`config.mk`:
```
export PLATFORM = sky130hd
export DESIGN_NAME = ifu
export DESIGN_NICKNAME = d
export VERILOG_FILES = /design/src/rtl/ifu.sv
export SDC_FILE = /design/constraint.sdc
export NUM_CORES = 1
export LEC_CHECK = 0
export CORE_ASPECT_RATIO = 1.4
export CORE_MARGIN = 3
export CORE_UTILIZATION = 44
export CTS_BUF_LIST = sky130_fd_sc_hd__clkbuf_16
export CTS_CLUSTER_DIAMETER = 200
export DETAILED_ROUTE_END_ITERATION = 16
export GPL_TIMING_DRIVEN = 0
export PLACE_DENSITY = 0.86
export SETUP_SLACK_MARGIN = 0.4
export SYNTH_ARGS = -nofsm -noshare
export SYNTH_HDL_FRONTEND = slang
export SYNTH_SLANG_ARGS = --single-unit
```
`constraint.sdc`:
```
create_clock -name clk -period 4.4 [get_ports clk]
set_input_delay 0.88 -clock clk [delete_from_list [all_inputs] [get_ports clk]]
set_output_delay 0.88 -clock clk [all_outputs]
set_load 0.01 [all_outputs]
```
`src/rtl/ifu.sv`:
```
// ifu: instruction fetch unit bridging fetch-stage commands to a single-outstanding system bus read.
// Aligned commands go IDLE -> REQ -> (RESP) -> IDLE; misaligned ones are flagged and dropped.
module ifu (
   input  logic        clk,
   input  logic        nrst,
   input  logic [31:0] i_addr,
   input  logic        i_rd_cmd,
   output logic [31:0] o_instr_dat,
   output logic        o_busy,
   output logic        o_err_align,
   output logic        o_err_bus,
   output logic [31:0] o_bus_addr,
   output logic        o_bus_rd,
   input  logic        i_bus_ack,
   input  logic [31:0] i_bus_rdata,
   input  logic        i_bus_rvalid,
   input  logic        i_bus_err
);
   localparam int CPU_ADDR_WIDTH  = 32;
   localparam int CPU_INSTR_WIDTH = 32;

   typedef enum logic [1:0] {IDLE, REQ, RESP} state_t;

   state_t                     state_q, state_d;
   logic [CPU_ADDR_WIDTH-1:0]  addr_q, addr_d;
   logic [CPU_INSTR_WIDTH-1:0] instr_q, instr_d;
   logic                       err_q, err_d;
   logic                       cmd_ok, done;

   always_ff @(posedge clk or negedge nrst) begin
      if (!nrst) begin
         state_q <= IDLE;
         addr_q  <= '0;
         instr_q <= '0;
         err_q   <= 1'b0;
      end else begin
         state_q <= state_d;
         addr_q  <= addr_d;
         instr_q <= instr_d;
         err_q   <= err_d;
      end
   end

   // A same-cycle ack+rvalid in REQ completes the fetch without visiting RESP.
   always_comb begin
      cmd_ok  = state_q == IDLE && i_rd_cmd && i_addr[1:0] == 2'b00;
      done    = (state_q == REQ && i_bus_ack && i_bus_rvalid) || (state_q == RESP && i_bus_rvalid);
      state_d = cmd_ok ? REQ : done ? IDLE : (state_q == REQ && i_bus_ack) ? RESP : state_q;
      addr_d  = cmd_ok ? i_addr : addr_q;
      instr_d = done ? (i_bus_err ? '0 : i_bus_rdata) : instr_q;
      err_d   = done && i_bus_err;
   end

   assign o_instr_dat = instr_q;
   assign o_bus_addr  = addr_q;
   assign o_err_bus   = err_q;
   assign o_bus_rd    = state_q == REQ;
   assign o_busy      = cmd_ok || state_q != IDLE;
   assign o_err_align = state_q == IDLE && i_rd_cmd && i_addr[1:0] != 2'b00;
endmodule

```
==> results.py <==
metrics = {
    "placed_design": {
        "hpwl_mm": 4.80,
        "io_buffers": 137,
        "place.gp.congestion": 0.690,
    },
    "hold_path": {
        "whs_path_depth": 1,
        "holdCritPathClass": "flip-flop to flip-flop",
        "hold_path_startpoint": "o_bus_addr[0]",
        "hold-path-endpoint": "o_bus_addr[0]",
    },
    "detailed_routing": {
        "vias_per_cell": 4.87,
        "met2_length_mm": 3.30,
        "drtIter0Drc": 46,
        "drc": 0,
        "met3_length_um": 531,
        "drt-pass1-iter-count": 4,
        "wl_mm": 6.48,
        "num_vias": 2032,
        "drtAntennaViolNets": 0,
        "avgRoutedWirePerCell_um": 15.5,
        "top_layer": "met4",
        "wl_met1_mm": 2.54,
    },
    "sta": {
        "max_clock_freq_ghz": 0.295,
        "slew_headroom_pct": 43.1,
        "period_needed_ns": 3.39,
        "finalClockSkew_ns": 0.00476,
        "tns_ns": 0,
        "fin_crit_sh_pct": 77.2,
        "setup_viol": 0,
        "rsz0062_at_grt": "no",
        "worst_pin_slew_ns": 0.853,
        "final-hold-violation-count": 0,
        "fin_hold_ws_ns": 0.485,
        "final-max-slew-violation-count": 0,
    },
    "global_routing": {
        "grt_max_degree": 68,
        "antenna_found_initial": 0,
        "grt-ovfl-total": 0,
        "gr-usage-all-layers_pct": 18.0,
        "grt_pass1_vias": 2207,
        "grt_pass1_wl_mm": 10.4,
    },
    "synth": {
        "yosysTopAreaCell": "dfrtp_1",
        "synthesis.nets": 262,
        "ys_seq_elements": 67,
        "ys_warn_count": 0,
        "syn-cell-area_um2": 2870,
        "yosysTopAreaCellShare_pct": 58.4,
        "synth_area_leaders": "dfrtp_1 58%, mux2_4 16%, mux2_1 13%, nor2b_1 7.2%, buf_6 1.2%",
        "avgSynthCellArea_um2": 15.0,
        "synthDistinctLibCells": 18,
        "synthCells": 192,
        "synth-seq-area-share_pct": 58.4,
    },
    "pwr": {
        "powerDensity_nw_per_um2": 569,
        "ir_worst_vdd_uv": 368,
        "p_leak_nw": 2.04,
    },
    "clock_network": {
        "clockRootBuffer": "clkbuf_16",
        "ctsHoldBuffers": 0,
        "cts.htree.levels": 3,
        "clock-sinks": 67,
        "cts_buffers": 9,
        "clkTransAtPathRegs_ns": 0.06,
        "cts_tree": "done",
        "post-cts-setup-buffers": 0,
        "clock_path_buffers": 2,
        "clk_latency_ns": 0.32,
        "post_cts_resized": 0,
    },
    "setup_path": {
        "crit-reg2reg-capture": "o_bus_addr[28]",
        "r2r_cells": 4,
        "cp-start-kind": "primary input",
        "required_ns": 3.52,
        "end_kind": "primary output",
        "worstSetupPathType": "primary input to primary output",
        "cp_max_fo": 10,
        "crit_path_start": "i_addr[0]",
        "timing.rr.start": "state_q[1]",
        "reg2reg_slack_ns": 2.86,
        "worst_ep_arrival_time_ns": 2.51,
    },
    "die": {
        "core_um2": 6250,
        "io_pins": 138,
        "die-area_um2": 7550,
        "row_count": 34,
        "start_util_pct": 45.9,
        "die_w_um": 74.3,
        "die_h_um": 102,
    },
    "layout": {
        "syn_to_final_growth_pct": 62.4,
        "drive_gt1_share_pct": 15.7,
        "fin_nets": 410,
        "fillers": 447,
        "layout_common_cells": "136 x clkdlybuf4s50_1, 67 x dfrtp_1, 33 x nor2b_1",
        "insertedDiodeCount": 0,
        "mostFrequentLayoutCell": "clkdlybuf4s50_1",
    },
    "run_status": {
        "outcome": "complete, no violations",
    },
    "job": {
        "drv_cap": 0,
    },
}
## sequential cells by signal, summed over array words and instances, names as in the netlist
signal       count
o_bus_addr      32
o_err_bus        1
o_instr_dat     32
state_q          2
## stage by stage
step                      setup WS [ns]  total power, mW  cell area [µm²]  util, %  instances
final                              1.01             2.66             4670     74.6        417
after global routing              0.900             2.79             4670     74.6        417
after CTS                         0.972             2.70             4670     74.6        417
after floorplan                    2.03             1.32             2870        -        192
after detailed placement          0.971             1.89             4330     69.3        401
after global placement            0.247             1.86             4330     69.3        401
## worst max-delay path: stages
cell	delay (ns)
clkdlybuf4s50_1	0.42
nor2_1	0.16
nand3_2	0.18
buf_2	0.24
nand2_1	0.09
clkdlybuf4s50_1	0.54
## synth_stat cells (all sizes together)
| master | number |
|---|---|
| dfrtp | 67 |
| mux2 | 62 |
| nor2b | 34 |
| buf | 6 |
| nand2 | 5 |
| nor2 | 4 |
| and2 | 3 |
| clkbuf | 3 |
| o21ai | 3 |
| inv | 2 |
| a21oi | 1 |
| a22o | 1 |
| nand3 | 1 |
## routing by layer
metal	vias up	track usage (%)
met5	-	0
met4	0	6.99
met3	10	5.16
met2	88	29.6
met1	991	22.2
li1	943	-
## area by class of cell
type,count,area [µm²],share of cell area [%]
flip-flops and latches,67,1680,35.9
repair buffers,137,1370,29.3
multi-input cells,114,1130,24.2
clock buffers,9,225,4.83
clock inverters,7,109,2.33
well taps,72,90.1,1.93
plain buffers,9,60.1,1.29
inverters,2,7.51,0.161
## where the power goes
group / internal, mW / switching, mW
logic: 0.621 / 0.305
registers: 0.826 / 0.115
clock network: 0.547 / 0.243
## worst max-delay path by stage
stage | to | cells past startpoint
4_1_cts | o_busy | 6
3_3_place_gp | o_bus_addr[18] | 1
3_5_place_dp | o_busy | 6
5_1_grt | o_busy | 6
2_1_floorplan | o_busy | 4
6_report | o_busy | 6
## logic make-up after synthesis
| logic type | share of synthesized area [%] |
|---|---|
| buffers and inverters | 2.35 |
| AO/OA/AOI/OAI | 1.31 |
| AND/OR/NAND/NOR | 9.76 |
| multiplexers | 28.2 |
| flip-flops | 58.4 |
(Power assumes the default switching activity.)
